===== src/rtl/lock_pkg.sv =====
// lock_pkg: shared state encoding and default constants for the lock supervisor.
package lock_pkg;
    typedef enum logic [1:0] {IDLE, OPEN, LOCKOUT} state_t;
    localparam int DEF_MAX_FAILS      = 3;
    localparam int DEF_OPEN_CYCLES    = 16;
    localparam int DEF_LOCKOUT_CYCLES = 64;
    localparam int FAIL_W             = 4;
    function automatic int max_int(input int a, input int b);
        return (a > b) ? a : b;
    endfunction
endpackage


===== src/rtl/lock_timer.sv =====
// lock_timer: loadable down-counter that stops at zero; done flags zero.
module lock_timer #(
    parameter int W = 7
) (
    input  logic         clk,
    input  logic         reset,
    input  logic         load,
    input  logic [W-1:0] load_value,
    input  logic         count,
    output logic         done
);
    logic [W-1:0] value;
    always_ff @(posedge clk or posedge reset)
        if (reset)
            value <= '0;
        else if (load)
            value <= load_value;
        else if (count && value != '0)
            value <= value - W'(1);
    assign done = (value == '0);
endmodule


===== src/rtl/lock_supervisor.sv =====
// lock_supervisor: door/lockout FSM over code-checker verdicts.
// Optional alarm output enabled by macro LOCK_SUPERVISOR_ALARM_EN.
module lock_supervisor
    import lock_pkg::*;
#(
    parameter int MAX_FAILS      = DEF_MAX_FAILS,
    parameter int OPEN_CYCLES    = DEF_OPEN_CYCLES,
    parameter int LOCKOUT_CYCLES = DEF_LOCKOUT_CYCLES
) (
    input  logic              clk,
    input  logic              reset,
    input  logic              result_valid,
    input  logic              unlocked,
    input  logic              wrong_code,
    input  logic              relock,
    output logic              entry_allow,
    output logic              door_open,
    output logic              locked_out,
    output logic [FAIL_W-1:0] fail_count,
    output logic              alarm
);
    localparam int TW = $clog2(max_int(OPEN_CYCLES, LOCKOUT_CYCLES) + 1);
    state_t            state;
    logic              done;
    logic              load;
    logic [TW-1:0]     load_value;
    logic [FAIL_W-1:0] fail_next;
    logic              hit_max;
    assign fail_next = fail_count + FAIL_W'(1);
    assign hit_max   = (fail_next == FAIL_W'(MAX_FAILS));
    // Relock reloads zero so the timer is idle-clean when OPEN ends early.
    assign load = (state == IDLE && result_valid && (unlocked || (wrong_code && hit_max)))
               || (state == OPEN && relock);
    assign load_value = (state == OPEN) ? '0
                      : unlocked ? TW'(OPEN_CYCLES - 1) : TW'(LOCKOUT_CYCLES - 1);
    lock_timer #(.W(TW)) u_timer (
        .clk(clk),
        .reset(reset),
        .load(load),
        .load_value(load_value),
        .count(state != IDLE),
        .done(done)
    );
    always_ff @(posedge clk or posedge reset)
        if (reset) begin
            state       <= IDLE;
            fail_count  <= '0;
            door_open   <= 1'b0;
            locked_out  <= 1'b0;
            entry_allow <= 1'b1;
        end else begin
            case (state)
                IDLE:
                    if (result_valid && unlocked) begin
                        state       <= OPEN;
                        fail_count  <= '0;
                        door_open   <= 1'b1;
                        entry_allow <= 1'b0;
                    end else if (result_valid && wrong_code) begin
                        fail_count <= fail_next;
                        if (hit_max) begin
                            state       <= LOCKOUT;
                            locked_out  <= 1'b1;
                            entry_allow <= 1'b0;
                        end
                    end
                OPEN:
                    if (relock || done) begin
                        state       <= IDLE;
                        door_open   <= 1'b0;
                        entry_allow <= 1'b1;
                    end
                LOCKOUT:
                    if (done) begin
                        state       <= IDLE;
                        fail_count  <= '0;
                        locked_out  <= 1'b0;
                        entry_allow <= 1'b1;
                    end
                default: begin
                    state       <= IDLE;
                    door_open   <= 1'b0;
                    locked_out  <= 1'b0;
                    entry_allow <= 1'b1;
                end
            endcase
        end
`ifdef LOCK_SUPERVISOR_ALARM_EN
    assign alarm = locked_out;
`else
    assign alarm = 1'b0;
`endif
endmodule


===== config.mk =====
export PLATFORM = sky130hd
export DESIGN_NAME = lock_supervisor
export DESIGN_NICKNAME = d
export VERILOG_FILES = /design/src/rtl/lock_pkg.sv /design/src/rtl/lock_timer.sv /design/src/rtl/lock_supervisor.sv
export SDC_FILE = /design/constraint.sdc
export NUM_CORES = 1
export LEC_CHECK = 0
export CAP_MARGIN = 30
export CORE_AREA = 5 5 59 48
export CTS_CLUSTER_DIAMETER = 40
export CTS_CLUSTER_SIZE = 20
export DETAILED_ROUTE_END_ITERATION = 8
export DIE_AREA = 0 0 64 53
export MAX_ROUTING_LAYER = met4
export PLACE_DENSITY_LB_ADDON = 0.12
export SLEW_MARGIN = 10
export SYNTH_ARGS = -nofsm -noshare
export SYNTH_HDL_FRONTEND = slang
export SYNTH_SLANG_ARGS = --single-unit

===== constraint.sdc =====
create_clock -name clk -period 2.2 [get_ports clk]
set_input_delay 0.55 -clock clk [delete_from_list [all_inputs] [get_ports clk]]
set_output_delay 0.55 -clock clk [all_outputs]
set_load 0.01 [all_outputs]

==> results.py, run 1 <==
metrics = {
    "run_status": {
        "outcome": "completed",
    },
    "finish": {
        "n_antenna_cell": 0,
        "layout_commonest_cell": "dfrtp_1",
        "multi_input_area_um2": 562,
        "nets": 146,
        "drive_gt1_frac": 0.154,
        "n_fill_cell": 203,
        "area_delta_synth_final_pct": 24.9,
        "regArea_um2": 402,
        "final_area_um2": 1230,
        "mostFrequentLayoutCells": "dfrtp_1 (15), nand2_1 (13), clkdlybuf4s50_1 (12)",
    },
    "floorplan": {
        "rows": 15,
        "die-height_um": 53,
        "initial_core_util": 0.448,
        "core-area_um2": 2200,
        "die_area_um2": 3390,
        "die_w_um": 64,
        "ios": 14,
    },
    "timing": {
        "fin_crit_sh": 0.960,
        "finalSetupTns_ns": 0,
        "hold_viol": 0,
        "drv_slew": 0,
        "fmax_ghz": 0.473,
        "period_needed_ns": 2.11,
        "setup_viol": 0,
        "skew_ns": 0.00690,
        "grt_setup_unrepaired": "false",
        "whs_ns": 0.532,
        "worst_slew_pin_slew_ns": 0.656,
        "max_slew_margin": 0.561,
    },
    "placement": {
        "gp_congestion": 0.827,
        "hpwlAfterDp_um": 1780,
        "port-buffer-count": 12,
        "place_area_um2": 1170,
    },
    "synthesis": {
        "synthCells": 117,
        "yosysWarnings": 0,
        "netlist_area_um2": 985,
        "synth_seq_cells": 16,
        "synth_area_per_cell_um2": 8.42,
        "ys_seq_area_frac": 0.408,
        "synth_cell_types": 38,
        "syn-num-nets": 126,
    },
    "pwr": {
        "peakVddDrop_mv": 0.645,
        "power.leakage_nw": 0.532,
        "finalPower_mw": 1.37,
        "power_density_nw_per_um2": 1120,
    },
    "route": {
        "ant_nets": 0,
        "drtIter0Drc": 32,
        "wl_met3_um": 130,
        "wl_met1_um": 1220,
        "vias": 939,
        "drt-vias-per-instance": 5.83,
        "wl_met2_um": 1040,
        "wl_per_cell_um": 14.9,
        "top_layer_used": "met4",
        "dr.pass1.iters": 4,
        "remaining_drc_errors": 0,
        "postRouteWirelength_um": 2400,
    },
    "worst_setup_path": {
        "regToRegSetupSlack_ns": 0.09,
        "critPathArrivalTime_ns": 2.34,
        "crit_type": "flop to flop",
        "ff2ff_path_depth": 5,
        "cp-start-kind": "flop",
        "worst_ep_required_time_ns": 2.43,
        "critPathCaptureType": "flop",
        "cp_max_fo": 4,
        "worst_r2r_endpoint": "fail_count[3]",
        "r2r-start": "u_timer.value[4]",
    },
    "cts": {
        "clock_path_buffers": 2,
        "cts-htree-levels": 1,
        "path_clk_slew_ns": 0.09,
        "cts_inserted_buffers": 3,
        "ctsRootBufferMaster": "clkbuf_4",
        "cts_sinks": 16,
        "cts_tree": "yes",
        "cts_hold_buf": 0,
        "insertion_delay_ns": 0.29,
    },
    "run": {
        "drv_cap": 0,
    },
    "grt": {
        "grt_max_degree": 17,
        "grt_pass1_wl_um": 4150,
        "grt.overflow.total": 0,
        "grt_pass1_vias": 874,
        "antenna_found_initial": 0,
        "grt_usage": 0.159,
    },
    "worst_hold_path": {
        "hold_path_depth": 1,
        "min-delay-start": "u_timer.value[5]",
        "hold_path_class": "flop to flop",
        "hold_end": "u_timer.value[5]",
    },
}
## per-layer routing
metal | vias up | GRT usage
met1 | 444 | 0.215
met4 | 0 | 0.0346
met2 | 25 | 0.234
met3 | 2 | 0.0467
met5 | - | -
li1 | 468 | -
## worst max path at each step
stage,to,slack (ns),cells past startpoint,start
6_report,fail_count[3],0.09,5,u_timer.value[4]
5_1_grt,fail_count[3],0.03,5,u_timer.value[4]
4_1_cts,fail_count[3],0.03,7,u_timer.value[0]
3_3_place_gp,u_timer.value[1],0.06,7,result_valid
2_1_floorplan,fail_count[3],0.07,5,u_timer.value[3]
3_5_place_dp,u_timer.value[1],0.004,7,result_valid
## cell usage after synthesis
cell / instances / area [um^2]
a31oi_1: 4 / 25.0
buf_4: 1 / 7.51
and3b_1: 1 / 8.76
a41oi_1: 1 / 8.76
a2bb2oi_1: 1 / 8.76
nand2b_1: 1 / 6.26
ha_1: 3 / 37.5
or3_1: 2 / 12.5
nand4b_1: 1 / 8.76
a211oi_1: 1 / 7.51
or2_2: 4 / 25.0
nand3b_1: 4 / 30.0
o21a_1: 2 / 15.0
dfrtp_1: 15 / 375
dfstp_2: 1 / 26.3
a21oi_1: 9 / 45.0
a32o_1: 1 / 10.0
nor2_1: 7 / 26.3
inv_1: 5 / 18.8
a221o_1: 1 / 10.0
nor4b_1: 1 / 8.76
a22oi_1: 2 / 15.0
nor2b_1: 1 / 6.26
conb_1: 1 / 3.75
o21bai_1: 1 / 7.51
nand2_1: 13 / 48.8
or4_1: 1 / 7.51
o31ai_1: 1 / 7.51
a21boi_0: 1 / 7.51
o21ai_0: 8 / 40.0
nand4_1: 1 / 6.26
nor3_1: 7 / 35.0
nand3_1: 6 / 30.0
and2_1: 1 / 6.26
o311a_1: 1 / 10.0
clkbuf_1: 4 / 15.0
nor4_1: 1 / 6.26
and4b_1: 1 / 10.0
## worst max-delay path, cell delays in order, from the launching register on
cell and delay, ns:
dfrtp_1 0.41, or3_4 0.38, or3_4 0.38, a221o_1 0.34, or4_1 0.47, nand2_1 0.07
## logic make-up (layout without fill, tap and decap cells)
group | Yosys count | in the layout | synth area share
other | 1 | 1 | 0.00381
adders and majority gates | 3 | 3 | 0.0381
DFF | 16 | 16 | 0.408
AOI/OAI and AO/OA | 34 | 34 | 0.221
buffers and inverters | 10 | 29 | 0.0419
and+or+nand+nor | 53 | 53 | 0.287
## report_power, final
group          leakage (nW)  switching (mW)  internal (mW)  total [mW]
clock network        0.0210          0.0944          0.101       0.195
registers             0.193           0.110          0.402       0.512
logic                 0.318           0.331          0.336       0.667
total                 0.532           0.535          0.838        1.37
## sequential cells by signal, indices dropped and copies added, names as in the netlist
| register | count |
|---|---|
| door_open | 1 |
| entry_allow | 1 |
| fail_count | 4 |
| locked_out | 1 |
| state | 2 |
| u_timer.value | 7 |
## metrics by stage
| step | utilization | setup slack [ns] | std cells |
|---|---|---|---|
| after global placement | 0.534 | 0.0570 | 157 |
| final | 0.560 | 0.0878 | 161 |
| after global routing | 0.560 | 0.0254 | 161 |
| after detailed placement | 0.534 | 0.00411 | 157 |
| after floorplan | - | 0.0721 | 117 |
| after CTS | 0.551 | 0.0296 | 161 |
## area by class of cell
type	instances	share of cell area
inverters	5	0.0153
repair buffers	20	0.146
flip-flops and latches	16	0.327
well taps	25	0.0254
clock buffers	4	0.0295
multi-input cells	91	0.457
## what timing repair did
item                                    4_1_cts  5_1_grt
endpoints found under the hold margin         0        0
resized for setup                             0        4
endpoints found under the setup margin        0        1
setup buffers                                 0        0
No activity file was read; power rests on OpenSTA's default activity.
==> run 2, diff against run 1 <==
CORE_AREA = 5 5 56 45   (was 5 5 59 48)
DIE_AREA = 0 0 61 50   (was 0 0 64 53)
DONT_BUFFER_PORTS = 1   (was unset)
==> results.py, run 2 (synthesized netlist as in run 1, its figures left out) <==
metrics = {
    "timing": {
        "fmax_ghz": 0.472,
        "finalSetupTns_ns": 0,
        "whs_ns": 0.202,
        "setup_viol": 0,
        "worst_slew_pin_slew_ns": 0.617,
        "skew_ns": 0.0101,
        "grt_setup_unrepaired": "false",
        "drv_slew": 0,
        "hold_viol": 0,
        "period_needed_ns": 2.12,
        "max_slew_margin": 0.588,
        "fin_crit_sh": 0.963,
    },
    "floorplan": {
        "die_area_um2": 3050,
        "rows": 14,
        "core-area_um2": 1930,
        "initial_core_util": 0.511,
        "ios": 14,
        "die_w_um": 61,
        "die-height_um": 50,
    },
    "route": {
        "ant_nets": 0,
        "wl_per_cell_um": 16.5,
        "drtIter0Drc": 48,
        "wl_met3_um": 192,
        "vias": 897,
        "wl_met1_um": 1120,
        "wl_met2_um": 1070,
        "top_layer_used": "met4",
        "dr.pass1.iters": 4,
        "drt-vias-per-instance": 6.14,
        "remaining_drc_errors": 0,
        "postRouteWirelength_um": 2410,
    },
    "cts": {
        "cts_tree": "yes",
        "cts_hold_buf": 0,
        "cts_sinks": 16,
        "path_clk_slew_ns": 0.10,
        "insertion_delay_ns": 0.29,
        "cts-htree-levels": 1,
        "clock_path_buffers": 2,
        "cts_inserted_buffers": 3,
        "cts_resized": 0,
        "post-cts-setup-buffers": 0,
        "ctsRootBufferMaster": "clkbuf_4",
    },
    "grt": {
        "grt_pass1_wl_um": 3870,
        "grt_usage": 0.176,
        "grt.overflow.total": 0,
        "grt_pass1_vias": 809,
        "antenna_found_initial": 0,
        "grt_max_degree": 17,
    },
    "placement": {
        "dp_cells": 142,
        "hpwlAfterDp_um": 1740,
        "place_area_um2": 1040,
        "gp_congestion": 0.853,
        "port-buffer-count": 0,
    },
    "worst_setup_path": {
        "r2r-start": "u_timer.value[0]",
        "worst_r2r_endpoint": "fail_count[3]",
        "crit_path_max_incr_delay_ns": 0.47,
        "ff2ff_path_depth": 7,
        "critPathCaptureType": "flop",
        "path_cells": "inv_1 > ha_1 > nand2b_1 > or3_1 > a221o_1 > or4_1 > nand2_1",
        "regToRegSetupSlack_ns": 0.08,
        "critPathArrivalTime_ns": 2.36,
        "cp-start-kind": "flop",
        "cp_max_fo": 4,
        "crit_slowest_cell": "or4_1",
        "crit_type": "flop to flop",
        "worst_ep_required_time_ns": 2.44,
    },
    "run_status": {
        "outcome": "completed",
    },
    "run": {
        "drv_cap": 0,
    },
    "finish": {
        "final_area_um2": 1070,
        "regMostFlops": "u_timer.value",
        "nets": 132,
        "mostFrequentLayoutCells": "dfrtp_1 (15), nand2_1 (13), a21oi_1 (9)",
        "largest_reg_flops": 7,
        "stdcell_count": 146,
        "n_fill_cell": 200,
        "n_antenna_cell": 0,
        "reg_top3": "u_timer.value: 7 flops, fail_count: 4 flops, state: 2 flops",
        "layout_commonest_cell": "dfrtp_1",
        "area_delta_synth_final_pct": 9.02,
        "drive_gt1_frac": 0.123,
    },
    "pwr": {
        "peakVddDrop_mv": 0.617,
        "power.leakage_nw": 0.467,
        "power_density_nw_per_um2": 1150,
    },
    "worst_hold_path": {
        "hold_path_class": "input port to async pin",
    },
}
-- run 2: changes by cell type in the layout (fill, tap and decap cells not counted) --
| cell | change |
|---|---|
| clkdlybuf4s50_1 | -12 |
| buf_4 | -2 |
| or3_1 | +2 |
| or3_4 | -2 |
| ha_1 | +1 |
| ha_2 | -1 |
| nand2b_1 | +1 |
| nand2b_4 | -1 |
-- run 2: metrics by stage --
step | power (mW) | utilization | setup WS, ns
3_5_place_dp | 1.03 | 0.538 | 0.112
4_1_cts | 1.23 | 0.557 | 0.100
6_report | 1.23 | 0.557 | 0.0818
2_1_floorplan | 0.881 | - | 0.0721
3_3_place_gp | 1.02 | 0.538 | 0.152
5_1_grt | 1.34 | 0.557 | 0.0145
-- run 2: worst max-delay path, delay by kind of cell (launching register included) --
family | cells | cell delay, ns
and+or+nand+nor | 4 | 1.02
DFF | 1 | 0.41
AOI/OAI and AO/OA | 1 | 0.37
adders and majority gates | 1 | 0.20
buffers and inverters | 1 | 0.08
-- run 2: how the worst max path moves through the flow --
stage | start | endpoint | slack, ns | depth (start not counted)
2_1_floorplan | u_timer.value[3] | fail_count[3] | 0.07 | 5
3_3_place_gp | u_timer.value[4] | fail_count[3] | 0.15 | 5
4_1_cts | u_timer.value[0] | fail_count[3] | 0.10 | 7
5_1_grt | u_timer.value[1] | fail_count[3] | 0.01 | 7
6_report | u_timer.value[0] | fail_count[3] | 0.08 | 7
3_5_place_dp | u_timer.value[4] | fail_count[3] | 0.11 | 5
-- run 2: cell type report --
type / instances / area, um^2 / share of cell area
repair buffers: 6 / 45.0 / 0.0420
inverters: 5 / 18.8 / 0.0175
well taps: 24 / 30.0 / 0.0280
clock buffers: 4 / 36.3 / 0.0338
multi-input cells: 91 / 542 / 0.505
flip-flops and latches: 16 / 402 / 0.374
-- run 2: where the power goes --
group          switching, mW  internal, mW  total [mW]
logic                  0.259         0.215       0.474
clock network         0.0990         0.101       0.200
registers              0.156         0.401       0.557
-- run 2: per-layer routing --
metal / up-vias / GRT usage
li1: 440 / -
met1: 414 / 0.248
met2: 39 / 0.233
met3: 4 / 0.0705
met4: 0 / 0.0469
met5: - / -
